`src/rtl/ifs_bank_ctrl_pkg.sv`:
```
`timescale 1ns/1ps
`default_nettype none
// ------------------------------------------------------------------
// ifs_ctrl_pkg : shared types and helpers for the input-register bank sequencer
// Rev 1.0
// ------------------------------------------------------------------
package ifs_ctrl_pkg;

    typedef enum logic [1:0] {
        ST_IDLE   = 2'd0,
        ST_PRESET = 2'd1,
        ST_SETTLE = 2'd2,
        ST_RUN    = 2'd3
    } ifs_state_e;

    // Widest bank the majority helper handles; callers zero-extend and truncate.
    localparam int IFS_MAX_W = 64;

    function automatic logic [IFS_MAX_W-1:0] maj3(
        input logic [IFS_MAX_W-1:0] a,
        input logic [IFS_MAX_W-1:0] b,
        input logic [IFS_MAX_W-1:0] c
    );
        return (a & b) | (a & c) | (b & c);
    endfunction

    // The phase counter loads at most max(a,b)-1, so clog2(max) bits suffice.
    function automatic int ctr_width(input int a, input int b);
        int m;
        m = (a > b) ? a : b;
        return (m <= 2) ? 1 : $clog2(m);
    endfunction

endpackage

`default_nettype wire

```
`src/rtl/ifs_bank_ctrl_if.sv`:
```
`timescale 1ns/1ps
`default_nettype none
// ------------------------------------------------------------------
// ifs_bank_if : control, bank-sample and filtered-word handshake bundle
// Rev 1.0
// ------------------------------------------------------------------
interface ifs_bank_if
    import ifs_ctrl_pkg::*;
#(
    parameter int WIDTH = 8,
    parameter int DIV_W = 8
) ();

    logic             en;
    logic [DIV_W-1:0] div;
    logic [WIDTH-1:0] q;
    logic             ready;
    logic             clr_ovf;

    logic             pd;
    logic             sample;
    logic [WIDTH-1:0] dout;
    logic             valid;
    logic             ovf;
    logic             busy;
    ifs_state_e       state;

    modport master (
        output en, div, q, ready, clr_ovf,
        input  pd, sample, dout, valid, ovf, busy, state
    );

    modport slave (
        input  en, div, q, ready, clr_ovf,
        output pd, sample, dout, valid, ovf, busy, state
    );

endinterface

`default_nettype wire

```
`src/rtl/ifs_bank_ctrl_timer.sv`:
```
`timescale 1ns/1ps
`default_nettype none
// ------------------------------------------------------------------
// ifs_sample_timer : reloadable down-counter producing the registered SAMPLE strobe
// Rev 1.0
// ------------------------------------------------------------------
module ifs_sample_timer #(
    parameter int DIV_W = 8
) (
    input  wire logic             sclk_i,
    input  wire logic             rstn_i,
    input  wire logic             clr_i,
    input  wire logic             load_i,
    input  wire logic [DIV_W-1:0] div_i,
    output logic                  sample_o
);

    logic [DIV_W-1:0] cnt_q, cnt_d;
    logic [DIV_W-1:0] rld_q, rld_d;
    logic             act_q, act_d;
    logic             sample_d;

    always_comb begin
        cnt_d = cnt_q;
        rld_d = rld_q;
        act_d = act_q;
        if (clr_i) begin
            cnt_d = '0;
            act_d = 1'b0;
        end else if (load_i) begin
            cnt_d = div_i;
            rld_d = div_i;
            act_d = 1'b1;
        end else if (act_q) begin
            if (cnt_q == '0) begin
                cnt_d = rld_q;
            end else begin
                cnt_d = cnt_q - DIV_W'(1);
            end
        end
        // Strobe is registered from the next count so it lines up with cnt_q==0.
        sample_d = act_d && (cnt_d == '0);
    end

    always_ff @(posedge sclk_i or negedge rstn_i) begin
        if (!rstn_i) begin
            cnt_q    <= '0;
            rld_q    <= '0;
            act_q    <= 1'b0;
            sample_o <= 1'b0;
        end else begin
            cnt_q    <= cnt_d;
            rld_q    <= rld_d;
            act_q    <= act_d;
            sample_o <= sample_d;
        end
    end

endmodule

`default_nettype wire

```
`src/rtl/ifs_bank_ctrl.sv`:
```
`timescale 1ns/1ps
`default_nettype none
// ------------------------------------------------------------------
// ifs_bank_ctrl : preset/settle/sample sequencer with 3-sample majority filter
// Rev 1.0
// ------------------------------------------------------------------
module ifs_bank_ctrl
    import ifs_ctrl_pkg::*;
#(
    parameter int WIDTH     = 8,
    parameter int DIV_W     = 8,
    parameter int PD_CYCLES = 2,
    parameter int SETTLE    = 4
) (
    input  wire logic sclk_i,
    input  wire logic rstn_i,
    ifs_bank_if.slave bus
);

    localparam int               CNT_W     = ctr_width(PD_CYCLES, SETTLE);
    localparam logic [CNT_W-1:0] C_PD_LOAD = CNT_W'(PD_CYCLES - 1);
    localparam logic [CNT_W-1:0] C_ST_LOAD = CNT_W'((SETTLE > 0) ? SETTLE - 1 : 0);

    ifs_state_e       state_q, state_d;
    logic [CNT_W-1:0] cnt_q, cnt_d;
    logic             pd_q, pd_d;
    logic             busy_q, busy_d;

    logic [WIDTH-1:0] h0_q, h0_d;
    logic [WIDTH-1:0] h1_q, h1_d;
    logic [1:0]       scnt_q, scnt_d;
    logic [WIDTH-1:0] dout_q, dout_d;
    logic             valid_q, valid_d;
    logic             ovf_q, ovf_d;

    logic             tmr_sample;
    logic             tmr_clr;
    logic             tmr_load;
    logic             produce;
    logic             ovf_set;
    logic [WIDTH-1:0] word;

    always_comb begin
        state_d = state_q;
        cnt_d   = cnt_q;
        if (!bus.en) begin
            state_d = ST_IDLE;
            cnt_d   = '0;
        end else begin
            case (state_q)
                ST_IDLE: begin
                    state_d = ST_PRESET;
                    cnt_d   = C_PD_LOAD;
                end
                ST_PRESET: begin
                    if (cnt_q == '0) begin
                        if (SETTLE > 0) begin
                            state_d = ST_SETTLE;
                            cnt_d   = C_ST_LOAD;
                        end else begin
                            state_d = ST_RUN;
                        end
                    end else begin
                        cnt_d = cnt_q - CNT_W'(1);
                    end
                end
                ST_SETTLE: begin
                    if (cnt_q == '0) begin
                        state_d = ST_RUN;
                    end else begin
                        cnt_d = cnt_q - CNT_W'(1);
                    end
                end
                ST_RUN: begin
                    state_d = ST_RUN;
                end
                default: begin
                    state_d = ST_IDLE;
                    cnt_d   = '0;
                end
            endcase
        end
        // PD/BUSY follow the next state so they are registered yet aligned with it.
        pd_d   = (state_d == ST_PRESET);
        busy_d = (state_d == ST_PRESET) || (state_d == ST_SETTLE);
    end

    assign tmr_clr  = (state_d != ST_RUN);
    assign tmr_load = (state_d == ST_RUN) && (state_q != ST_RUN);

    ifs_sample_timer #(
        .DIV_W (DIV_W)
    ) u_timer (
        .sclk_i   (sclk_i),
        .rstn_i   (rstn_i),
        .clr_i    (tmr_clr),
        .load_i   (tmr_load),
        .div_i    (bus.div),
        .sample_o (tmr_sample)
    );

    always_comb begin
        word    = WIDTH'(maj3(IFS_MAX_W'(bus.q), IFS_MAX_W'(h0_q), IFS_MAX_W'(h1_q)));
        produce = tmr_sample && (scnt_q >= 2'd2);
        h0_d    = h0_q;
        h1_d    = h1_q;
        scnt_d  = scnt_q;
        dout_d  = dout_q;
        valid_d = valid_q;
        ovf_set = 1'b0;
        if (!bus.en) begin
            h0_d    = '0;
            h1_d    = '0;
            scnt_d  = '0;
            valid_d = 1'b0;
        end else begin
            if (tmr_sample) begin
                h1_d = h0_q;
                h0_d = bus.q;
                if (scnt_q != 2'd3) begin
                    scnt_d = scnt_q + 2'd1;
                end
            end
            if (produce) begin
                if (!valid_q || bus.ready) begin
                    dout_d  = word;
                    valid_d = 1'b1;
                end else begin
                    ovf_set = 1'b1;
                end
            end else if (valid_q && bus.ready) begin
                valid_d = 1'b0;
            end
        end
        // A drop in the same cycle as a clear keeps the overflow visible.
        ovf_d = ovf_set ? 1'b1 : (bus.clr_ovf ? 1'b0 : ovf_q);
    end

    always_ff @(posedge sclk_i or negedge rstn_i) begin
        if (!rstn_i) begin
            state_q <= ST_IDLE;
            cnt_q   <= '0;
            pd_q    <= 1'b0;
            busy_q  <= 1'b0;
            h0_q    <= '0;
            h1_q    <= '0;
            scnt_q  <= '0;
            dout_q  <= '0;
            valid_q <= 1'b0;
            ovf_q   <= 1'b0;
        end else begin
            state_q <= state_d;
            cnt_q   <= cnt_d;
            pd_q    <= pd_d;
            busy_q  <= busy_d;
            h0_q    <= h0_d;
            h1_q    <= h1_d;
            scnt_q  <= scnt_d;
            dout_q  <= dout_d;
            valid_q <= valid_d;
            ovf_q   <= ovf_d;
        end
    end

    assign bus.pd     = pd_q;
    assign bus.busy   = busy_q;
    assign bus.sample = tmr_sample;
    assign bus.dout   = dout_q;
    assign bus.valid  = valid_q;
    assign bus.ovf    = ovf_q;
    assign bus.state  = state_q;

endmodule

`default_nettype wire

```
`src/flat_wrapper.sv`:
```
// flat-port wrapper written by rule: the top's interface ports become plain ports
module ifs_bank_ctrl_flat import ifs_ctrl_pkg::*;
#(
    parameter int WIDTH     = 8,
    parameter int DIV_W     = 8,
    parameter int PD_CYCLES = 2,
    parameter int SETTLE    = 4
)
  (sclk_i, rstn_i, bus_en, bus_div, bus_q, bus_ready, bus_clr_ovf, bus_pd, bus_sample, bus_dout, bus_valid, bus_ovf, bus_busy, bus_state);
  ifs_bank_if #(.WIDTH(WIDTH), .DIV_W(DIV_W)) bus_i ();
  input  wire logic sclk_i;
  input  wire logic rstn_i;
  input wire logic [$bits(bus_i.en)-1:0] bus_en;
  input wire logic [$bits(bus_i.div)-1:0] bus_div;
  input wire logic [$bits(bus_i.q)-1:0] bus_q;
  input wire logic [$bits(bus_i.ready)-1:0] bus_ready;
  input wire logic [$bits(bus_i.clr_ovf)-1:0] bus_clr_ovf;
  output wire logic [$bits(bus_i.pd)-1:0] bus_pd;
  output wire logic [$bits(bus_i.sample)-1:0] bus_sample;
  output wire logic [$bits(bus_i.dout)-1:0] bus_dout;
  output wire logic [$bits(bus_i.valid)-1:0] bus_valid;
  output wire logic [$bits(bus_i.ovf)-1:0] bus_ovf;
  output wire logic [$bits(bus_i.busy)-1:0] bus_busy;
  output wire logic [$bits(bus_i.state)-1:0] bus_state;
  assign bus_i.en = bus_en;
  assign bus_i.div = bus_div;
  assign bus_i.q = bus_q;
  assign bus_i.ready = bus_ready;
  assign bus_i.clr_ovf = bus_clr_ovf;
  assign bus_pd = bus_i.pd;
  assign bus_sample = bus_i.sample;
  assign bus_dout = bus_i.dout;
  assign bus_valid = bus_i.valid;
  assign bus_ovf = bus_i.ovf;
  assign bus_busy = bus_i.busy;
  assign bus_state = bus_i.state;
  ifs_bank_ctrl #(.WIDTH(WIDTH), .DIV_W(DIV_W), .PD_CYCLES(PD_CYCLES), .SETTLE(SETTLE)) u_core (.sclk_i(sclk_i), .rstn_i(rstn_i), .bus(bus_i));
endmodule
```
`config.mk`:
```
export PLATFORM = sky130hd
export DESIGN_NAME = ifs_bank_ctrl_flat
export DESIGN_NICKNAME = d
export VERILOG_FILES = /design/src/rtl/ifs_bank_ctrl_pkg.sv /design/src/rtl/ifs_bank_ctrl_if.sv /design/src/rtl/ifs_bank_ctrl_timer.sv /design/src/rtl/ifs_bank_ctrl.sv /design/src/flat_wrapper.sv
export SDC_FILE = /design/constraint.sdc
export NUM_CORES = 1
export LEC_CHECK = 0
export CAP_MARGIN = 15
export CELL_PAD_IN_SITES_DETAIL_PLACEMENT = 1
export CELL_PAD_IN_SITES_GLOBAL_PLACEMENT = 2
export CORE_UTILIZATION = 32
export DETAILED_ROUTE_END_ITERATION = 10
export PLACE_DENSITY_LB_ADDON = 0.1
export SYNTH_ARGS = -nofsm -noshare
export SYNTH_HDL_FRONTEND = slang
export SYNTH_HIERARCHICAL = 1
export SYNTH_SLANG_ARGS = --single-unit
```
`constraint.sdc`:
```
create_clock -name sclk_i -period 2.3 [get_ports sclk_i]
set_clock_uncertainty 0.1 [all_clocks]
set_input_delay 0.46 -clock sclk_i [delete_from_list [all_inputs] [get_ports sclk_i]]
set_output_delay 0.46 -clock sclk_i [all_outputs]
set_load 0.01 [all_outputs]
```
# After elaboration in Yosys (flattened, before gate mapping)
# Cells that the tools add are included.
# W data, S select, Z words.
[totals]
wordCells = 86
latchBits = 0
memories = 0
mem_bits_ro = 0
ff_bits = 52
input_bits = 21
mem_bits_rw = 0
out_inout_bits = 15
[classes]
eq_ne = 15
n_reduce_logical = 17
mux = 30
n_div = 0
multipliers = 0
bitwise = 6
n_shift = 0
magnitude_cmp = 1
addsub = 3
[op_table]
columns = ["operator", "count"]
rows = [
  ["$mux W8", 8],
  ["$and A8 B8 Y8", 3],
  ["$mux W2", 9],
  ["$logic_not A8 Y1", 2],
  ["$or A8 B8 Y8", 2],
  ["$mux W1", 11],
  ["$eq A2 B2 Y1 const B", 4],
  ["$pmux W2 S4", 1],
  ["$reduce_and A2 Y1", 4],
  ["$sub A8 B1 Y8 const B", 1],
  ["$ne A2 B2 Y1 const B", 3],
  ["$ne A3 B3 Y1 const B", 2],
  ["$pmux W2 S3", 1],
  ["$eq A2 B1 Y1 const B", 2],
  ["$logic_and A1 B1 Y1", 4],
  ["$logic_not A2 Y1", 2],
  ["$ne A2 B1 Y1 const B", 2],
  ["$ne A4 B1 Y1 const B", 1],
  ["$ne A3 B1 Y1 const B", 1],
  ["$reduce_and A3 Y1", 1],
  ["$add A2 B1 Y2 const B", 1],
  ["$ge A2 B2 Y1 const B", 1],
  ["$logic_or A1 B1 Y1", 2],
  ["$reduce_bool A2 Y1", 1],
  ["3 further kinds", 3],
]

# Logic depth before layout (Yosys ltp)
# Gate-level depths: netlist of the first run.
[logic_depth]
word_depth = 10
mapped_depth = 15
mapped_depth_nobuf = 14

# Cells and area by module
# Netlist of the first run, hierarchy kept.
[modules_own_cells]
columns = ["module", "instances", "seq_area_each_um2", "cells_per_inst", "area_each_um2"]
rows = [
  ["ifs_bank_ctrl", 1, 850.8, 135, 1677.9],
  ["ifs_sample_timer", 1, 450.4, 124, 1076.0],
]

# Worst setup path after synthesis of the first run
# OpenSTA, ideal clock, no wires.
[synth_timing]
path_kind = "register to register"
startpoint = "register u_core.state_q[1] (netlist: u_core/bus.state[1])"
endpoint = "register u_core.u_timer.sample_o"
setup_time_ns = 0.130
required_ns = 2.070
path_stages_with_launch = 16
path_buffers = 1
path_slack_ns = -0.245
arrival_time_ns = 2.315
synth_period_minus_slack_ns = 2.545
cell_sequence = "dfrtp_1 inv_1 ha_1 o21ai_0 nand2_1 and3b_1 ha_1 inv_1 nor2_1 nor2b_1 clkbuf_1 nand2_1 a31oi_1 nor2_1 nand4_1 nor4_2"
[synth_via]
elab_cells_between_ends = 18
cone_classes = "eq/ne: 6; mux: 8; reduce/logical: 4"
[synth_rtl]
columns = ["element", "line", "source"]
rows = [
  ["from (decl)", "ifs_bank_ctrl.sv:24", "ifs_state_e state_q, state_d;"],
  ["from (signal assigned)", "ifs_bank_ctrl.sv:152", "state_q <= state_d;"],
  ["$eq A2 B2 Y1, or another cell as far along", "ifs_bank_ctrl.sv:50", "case (state_q)"],
  ["$pmux W2 S4 *", "ifs_bank_ctrl.sv:50", ""],
  ["$mux W2 *", "ifs_bank_ctrl.sv:46", "if (!bus.en) begin"],
  ["via u_core.state_d[1]", "ifs_bank_ctrl.sv:24", ""],
  ["$ne A2 B2 Y1 *", "ifs_bank_ctrl.sv:88", "assign tmr_clr = (state_d != ST_RUN);"],
  ["via u_core.tmr_clr", "ifs_bank_ctrl.sv:37", "logic tmr_clr;"],
  ["$mux W8 *", "ifs_bank_ctrl_timer.sv:27", "if (clr_i) begin"],
  ["via u_core.u_timer.cnt_d[7]", "ifs_bank_ctrl_timer.sv:18", "logic [DIV_W-1:0] cnt_q, cnt_d;"],
  ["$logic_not A8 Y1 *", "ifs_bank_ctrl_timer.sv:42", "sample_d = act_d && (cnt_d == '0);"],
  ["$logic_and A1 B1 Y1 *", "ifs_bank_ctrl_timer.sv:42", ""],
  ["via u_core.u_timer.sample_d", "ifs_bank_ctrl_timer.sv:21", "logic sample_d;"],
  ["to (signal assigned)", "ifs_bank_ctrl_timer.sv:55", "sample_o <= sample_d;"],
  ["to (decl)", "ifs_bank_ctrl_timer.sv:15", "output logic sample_o"],
]
# The timed path passes the listed nets; every way through them passes the cells marked *.
# A chain may end at the register's enable or synchronous reset.

# Worst setup path after layout of the first run
[layout_timing]
startpoint = "register u_core.cnt_q[0]"
endpoint = "register u_core.u_timer.sample_o"
[layout_via]
elab_cells_between_ends = 14
cone_classes = "eq/ne: 2; mux: 8; reduce/logical: 4"
[layout_rtl]
columns = ["element", "line", "source"]
rows = [
  ["from (decl)", "ifs_bank_ctrl.sv:25", "logic [CNT_W-1:0] cnt_q, cnt_d;"],
  ["from (signal assigned)", "ifs_bank_ctrl.sv:153", "cnt_q <= cnt_d;"],
  ["$logic_not A2 Y1 *", "ifs_bank_ctrl.sv:56, ifs_bank_ctrl.sv:68", ""],
  ["$mux W2, on equally long branches", "ifs_bank_ctrl.sv:68, ifs_bank_ctrl.sv:56", ""],
  ["$pmux W2 S4 *", "ifs_bank_ctrl.sv:50", ""],
  ["$mux W2 *", "ifs_bank_ctrl.sv:46", ""],
  ["via u_core.state_d[0]", "ifs_bank_ctrl.sv:24", ""],
  ["$ne A2 B2 Y1 *", "ifs_bank_ctrl.sv:88", ""],
  ["via u_core.tmr_clr", "ifs_bank_ctrl.sv:37", ""],
  ["$mux W8 *", "ifs_bank_ctrl_timer.sv:27", ""],
  ["via u_core.u_timer.cnt_d[7]", "ifs_bank_ctrl_timer.sv:18", ""],
  ["$logic_not A8 Y1 *", "ifs_bank_ctrl_timer.sv:42", ""],
  ["$logic_and A1 B1 Y1 *", "ifs_bank_ctrl_timer.sv:42", ""],
  ["via u_core.u_timer.sample_d", "ifs_bank_ctrl_timer.sv:21", ""],
]
# Marked as above.

==> out/results.ini, run 1 <==
[timing]
fin_ws_ns = -0.185
period_share_pct = 108
finalSetupTns_ns = -0.272
drv_slew = 0
min_period_ns = 2.48
fmax_mhz = 402
tightest_slew_ns = 0.587
rsz0062_at_grt = true
holdWs_ns = 0.0175
slew_headroom_pct = 60.9
finalHoldViolCount = 0
setup_viol = 2

[synthesis]
yosys.area_share.simple_pct = 19.4
synthTopCellsByArea = dfrtp_1 (47%), mux2i_1 (6.5%), ha_1 (5.5%)
synth_top_family_by_area = simple AND/OR/NAND/NOR gates
syn_area_per_cell_um2 = 10.6
synth_top_cell_area_share_pct = 47.3
synth_edf_count = 0
synth_largest_area_cell = dfrtp_1
synth-xor-area-share_pct = 0.954
synthArstFlopShare_pct = 100
synth_compound_area_share_pct = 9.77
yosysSeqAreaShare_pct = 47.3
ys.flop_type = dfrtp_1
syn_inst = 259
ys_ff_latch = 52
synth_mux_area_share_pct = 10.2
synth_area_um2 = 2750
yosys_warnings = 6
synthAdderAreaFrac_pct = 8.36
synth.distinct_cells = 52
synthesis.nets = 292

[finish]
mostFrequentLayoutCell = dfrtp_1
fin_util_pct = 46.2
final_cell_mix = dfrtp_1 (50), buf_4 (45), nand2_1 (35)
final_cell_area_um2 = 3810
nNetsFinal = 374
instances_no_fill = 447
synthToLayoutAreaGrowth_pct = 38.4
drive_gt1_share_pct = 30.7
antennaDiodeCount = 0

[power_and_ir_drop]
p_leak_nw = 1.72
irDropWorstVdd_mv = 0.211
power_density_nw_per_um2 = 567
power_mw = 2.16

[die]
core_area_um2 = 8260
die_w_um = 94.8
ios = 36
start_util_pct = 33.3
die_h_um = 94.8
dieArea_um2 = 8980
rows = 33

[global_route]
grtUsageTotal_pct = 16.6
grt_max_degree = 31
grt_pass1_vias = 2269
grt_pass1_wl_mm = 11.3
overflow = 0
antenna_found_initial = 0

[outcome]
status = finished, violations left
violations = negative setup slack

[worst_setup_path]
crit_buf_inv = 2
critPathLaunchType = flip-flop
crit_end = u_core/u_timer/sample_o$_DFF_PN0_
slowest_delay_ns = 0.40
rrSetupSlack_ns = -0.18
worstReg2RegStart = u_core/cnt_q[0]$_DFFE_PN0P_
crit_required_ns = 2.40
critPathTopFamily = compound AO/OA/AOI/OAI gates
critPathArrivalTime_ns = 2.59
critPathCaptureType = flip-flop
cp-startpoint = u_core/cnt_q[0]$_DFFE_PN0P_
cp.depth = 14
path_class = flip-flop to flip-flop
rr_endpoint = u_core/u_timer/sample_o$_DFF_PN0_
crit_chain = inv_2 > ha_4 > nor2_1 > a21oi_1 > o21a_1 > ha_2 > inv_2 > nor2_4 > nor3_2 > a211o_1 > a31oi_2 > nor2_1 > nand4_1 > nor4_4
path_max_fanout = 6
ff2ff_path_depth = 14
slowest_stage = dfrtp_1

[placement]
dpl-instance-area_um2 = 3460
place.gp.congestion = 0.803
placedCellCount = 425
hpwl_mm = 4.86
io_buffers = 35
place_ws_ns = -0.303

[drt]
vias_per_cell = 4.80
first_iter_violations = 55
remaining_drc_errors = 0
wl_per_cell_um = 15.2
drt_wl_total_mm = 6.82
vias = 2147
first_pass_iters = 3
ant_nets = 0

[clocking]
tritoncts.num_buffers = 5
cts.sinks = 52
cts.htree.levels = 2
cts_tree = done
cts_max_path_buffers = 2
root_buffer = clkbuf_8
cts_hold_buf = 0
clk_pin_slew_ns = 0.10
clkLatencyLatePin_ns = 0.31

[run]
drv_cap = 0

[min_path]
worstHoldPathType = primary input to asynchronous set/reset pin

## synthesized netlist by cell type (all sizes together), types with 2 or more instances
| library cell | number |
|---|---|
| buf | 5 |
| o211a | 2 |
| o211ai | 2 |
| nor3 | 5 |
| ha | 12 |
| nor3b | 3 |
| dfrtp | 52 |
| clkbuf | 4 |
| mux2 | 9 |
| and2 | 2 |
| o21ai | 7 |
| nor2b | 18 |
| nand3 | 2 |
| o21a | 2 |
| and2b | 2 |
| nor2 | 14 |
| or4 | 2 |
| inv | 17 |
| a31oi | 2 |
| nand2 | 35 |
| maj3 | 8 |
| nor4 | 3 |
| o22ai | 3 |
| a21oi | 6 |
| mux2i | 18 |
| nand2b | 5 |
| xor2 | 2 |
## how the worst min path moves through the flow
stage                                              startpoint                             endpoint  slack, ns  cells after the start
after global placement    u_core/u_timer/rld_q[7]$_DFFE_PN0P_  u_core/u_timer/rld_q[7]$_DFFE_PN0P_       0.35                      2
after floorplan                                        rstn_i            u_core/bus.busy$_DFF_PN0_       0.06                      0
after CTS                                              rstn_i       u_core/bus.dout[0]$_DFFE_PN0P_       0.02                      2
after global routing                                   rstn_i           u_core/bus.ovf$_DFFE_PN0P_       0.02                      2
final                                                  rstn_i       u_core/bus.dout[2]$_DFFE_PN0P_       0.02                      2
after detailed placement                               rstn_i           u_core/bus.ovf$_DFFE_PN0P_       0.36                      2
## layer usage
layer / track usage (%) / up-vias / share of wire, %
met2: 28.1 / 27 / 51
met1: 21.6 / 1059 / 45
li1: - / 1052 / -
met5: 0 / - / 0
met4: 5.43 / 0 / 1.7
met3: 2.50 / 9 / 2.5
## sequential cells by signal (all words and copies together) (netlist names), 2 cells and up
register	count
u_core/u_timer/rld_q	8
u_core/cnt_q	2
u_core/bus.state	2
u_core/u_timer/cnt_q	8
u_core/bus.dout	8
u_core/scnt_q	2
u_core/h0_q	8
u_core/h1_q	8
## where the power goes
part           switching (mW)  internal [mW]
combinational           0.216          0.293
sequential             0.0234          0.950
clock                   0.321          0.356
total                   0.561           1.60
## final cells by class
type                            instances  area (um2)
Tap cell                              105         131
Timing Repair Buffer                   84         728
Fill cell                             925        4450
Clock inverter                          2        38.8
Sequential cell                        52        1300
Clock buffer                            6        82.6
Multi-Input combinational cell        181        1460
Inverter                               17        66.3
## logic make-up (layout without fill, tap and decap cells)
group / after synthesis / in the layout
compound gates: 36 / 36
xor+xnor: 3 / 3
fa+ha+maj: 20 / 20
buf+inv: 26 / 109
flops: 52 / 52
mux: 27 / 27
simple gates: 95 / 95
## worst reg2reg max path, stage by stage, from the launching register on
cell,delay (ns)
dfrtp_1,0.40
inv_2,0.08
ha_4,0.16
nor2_1,0.06
a21oi_1,0.17
o21a_1,0.17
ha_2,0.19
inv_2,0.05
nor2_4,0.19
nor3_2,0.07
a211o_1,0.28
a31oi_2,0.18
nor2_1,0.07
nand4_1,0.18
nor4_4,0.05
## timing repair
action,4_1_cts,5_1_grt
pin swaps,11,7
setup endpoints to repair,8,16
buffers inserted,9,6
resized for setup,18,12
No activity file was read; power rests on OpenSTA's default activity.
==> run 2, diff against run 1 <==
Settings changed: REMOVE_ABC_BUFFERS from default to 1, SLEW_MARGIN from default to 20.
==> run 2 against run 1 <==
Effect of this change:
- the flow still finishes with violations (negative setup slack)
- critical path depth unchanged
- via count grew 0.42%
- maximum frequency is 2.4% higher
- sequential power is 1% higher
- combinational power is 13% higher
- global-route usage rose by 0.20 points
- utilization grew 0.48 points
- register-to-register slack improved by 0.06 ns
- final area up 1.0%
- die area is the same
==> out/results.ini, run 2 (synthesized netlist as in run 1, its figures left out) <==
[power_and_ir_drop]
power_density_nw_per_um2 = 546  ; -3.7%
irDropWorstVdd_mv = 0.301  ; +43%
p_leak_nw = 1.70  ; -1.1%

[drt]
vias = 2156  ; +0.42%
drt_wl_total_mm = 6.94  ; +1.7%
first_pass_iters = 4  ; +1
vias_per_cell = 4.81  ; +0.20%
remaining_drc_errors = 0  ; unchanged
first_iter_violations = 62  ; +13%
wl_per_cell_um = 15.5  ; +1.5%
ant_nets = 0  ; unchanged

[timing]
fmax_mhz = 412  ; +2.4%
tightest_slew_ns = 0.461  ; -0.125 ns
drv_slew = 0  ; unchanged
fin_ws_ns = -0.128  ; +0.0571 ns
min_period_ns = 2.43  ; -0.0571 ns
setup_viol = 1  ; -1
rsz0062_at_grt = true
period_share_pct = 106  ; -2.5 points
finalHoldViolCount = 0  ; unchanged
slew_headroom_pct = 69.0  ; +8.1 points

[worst_setup_path]
crit_required_ns = 2.40  ; about the same
critPathArrivalTime_ns = 2.52  ; -0.07 ns
ff2ff_path_depth = 14  ; unchanged
critPathLaunchType = flip-flop
critPathCaptureType = flip-flop
path_max_fanout = 4  ; -2
path_class = flip-flop to flip-flop

[clocking]
cts_tree = done
root_buffer = clkbuf_8
cts_max_path_buffers = 2  ; unchanged
cts.sinks = 52  ; unchanged
cts.htree.levels = 2  ; unchanged
cts_hold_buf = 0  ; unchanged
clkLatencyLatePin_ns = 0.31  ; about the same
tritoncts.num_buffers = 5  ; unchanged
clk_pin_slew_ns = 0.10  ; about the same

[die]
rows = 33  ; unchanged
core_area_um2 = 8260  ; unchanged
dieArea_um2 = 8980  ; unchanged
ios = 36  ; unchanged
start_util_pct = 33.3  ; unchanged
die_w_um = 94.8  ; unchanged
die_h_um = 94.8  ; unchanged

[global_route]
grtUsageTotal_pct = 16.8  ; +0.20 points
antenna_found_initial = 0  ; unchanged
grt_pass1_wl_mm = 11.4  ; +1.3%
overflow = 0  ; unchanged
grt_pass1_vias = 2257  ; -0.53%
grt_max_degree = 53  ; +71%

[finish]
antennaDiodeCount = 0  ; unchanged
instances_no_fill = 448  ; +0.22%
final_cell_mix = dfrtp_1 (50), buf_4 (42), nand2_1 (35)
fin_util_pct = 46.7  ; +0.48 points
drive_gt1_share_pct = 32.1  ; +1.4 points
nNetsFinal = 375  ; +0.27%
synthToLayoutAreaGrowth_pct = 39.9
mostFrequentLayoutCell = dfrtp_1

[min_path]
worstHoldPathType = primary input to asynchronous set/reset pin

[outcome]
violations = negative setup slack
status = finished, violations left

[placement]
io_buffers = 35  ; unchanged
place.gp.congestion = 0.765  ; -4.8%
hpwl_mm = 4.83  ; -0.47%
placedCellCount = 424  ; -0.24%

[run]
drv_cap = 0  ; unchanged

## run 2: cell count changes in the layout (fill, tap and decap cells not counted), sizes merged
cell	before	now
clkinvlp	0	1
buf	50	51
bufinv	1	0
## run 2: final cells by class
cell class,instances,area [um2]
clock buffers,6,72.6
clock inverters,2,16.3
fillers,927,4410
inverters,17,71.3
multi-input cells,181,1500
flip-flops and latches,52,1300
well taps,105,131
repair buffers,85,759
## run 2: routing by layer
metal,track usage (%),part of all wire [%]
met4,4.55,1.1
met5,0,0
met1,21.9,47
met3,3.30,3.4
met2,28.3,49
## run 2: where the power goes
group | leakage [nW] | internal (mW) | switching (mW)
Sequential | 0.712 | 0.950 | 0.0345
Clock | 0.0414 | 0.218 | 0.326
Combinational | 0.949 | 0.338 | 0.235
## run 2: critical path, cell delays in order, from the launching register on
cell and delay (ns):
dfrtp_2 0.49, inv_4 0.10, ha_4 0.13, o21ai_1 0.06
nand2_1 0.09, and3b_2 0.23, ha_4 0.14, inv_4 0.04
nor2_4 0.16, nor3_2 0.06, a211o_1 0.27, a31oi_1 0.18
nor2_1 0.07, nand4_1 0.13, nor4_2 0.06
## run 2: worst paths after layout
kind	slack (ns)	from	end
min in group sclk_i	0.38	u_core/u_timer/rld_q[7]$_DFFE_PN0P_	u_core/u_timer/rld_q[7]$_DFFE_PN0P_
hold reg to reg	0.38	u_core/u_timer/rld_q[7]$_DFFE_PN0P_	u_core/u_timer/rld_q[7]$_DFFE_PN0P_
setup / recovery	-0.13	u_core/bus.state[1]$_DFF_PN0_	u_core/u_timer/sample_o$_DFF_PN0_
setup reg to reg	-0.13	u_core/bus.state[1]$_DFF_PN0_	u_core/u_timer/sample_o$_DFF_PN0_
max in group asynchronous	1.82	rstn_i	u_core/bus.state[1]$_DFF_PN0_
hold / removal	0.02	rstn_i	u_core/u_timer/cnt_q[0]$_DFF_PN0_
## run 2: timing repair
item / in CTS / in global routing
pin swaps: 5 / 12
endpoints found under the setup margin: 15 / 18
buffers inserted: 16 / 3
resized for setup: 22 / 32
## run 2: per-stage QoR
| stage | hold WS (ns) | setup WS [ns] | cell area (um2) | power (mW) | TNS, ns |
|---|---|---|---|---|---|
| floorplan | 0.0644 | -0.683 | 2710 | 1.14 | -4.99 |
| global placement | 0.354 | -0.308 | 3450 | 1.37 | -2.29 |
| detailed placement | 0.360 | -0.372 | 3450 | 1.37 | -3.03 |
| CTS | 0.0308 | -0.0877 | 3730 | 2.09 | -0.121 |
| global route | 0.0409 | -0.244 | 3850 | 2.23 | -0.587 |
| finish | 0.0246 | -0.128 | 3850 | 2.10 | -0.128 |
==> run 3, diff against run 2 <==
Settings changed: SLEW_MARGIN 20 to default.
==> results of run 3 <==
The final DEF is identical to that of run 2; final timing and power are the same.
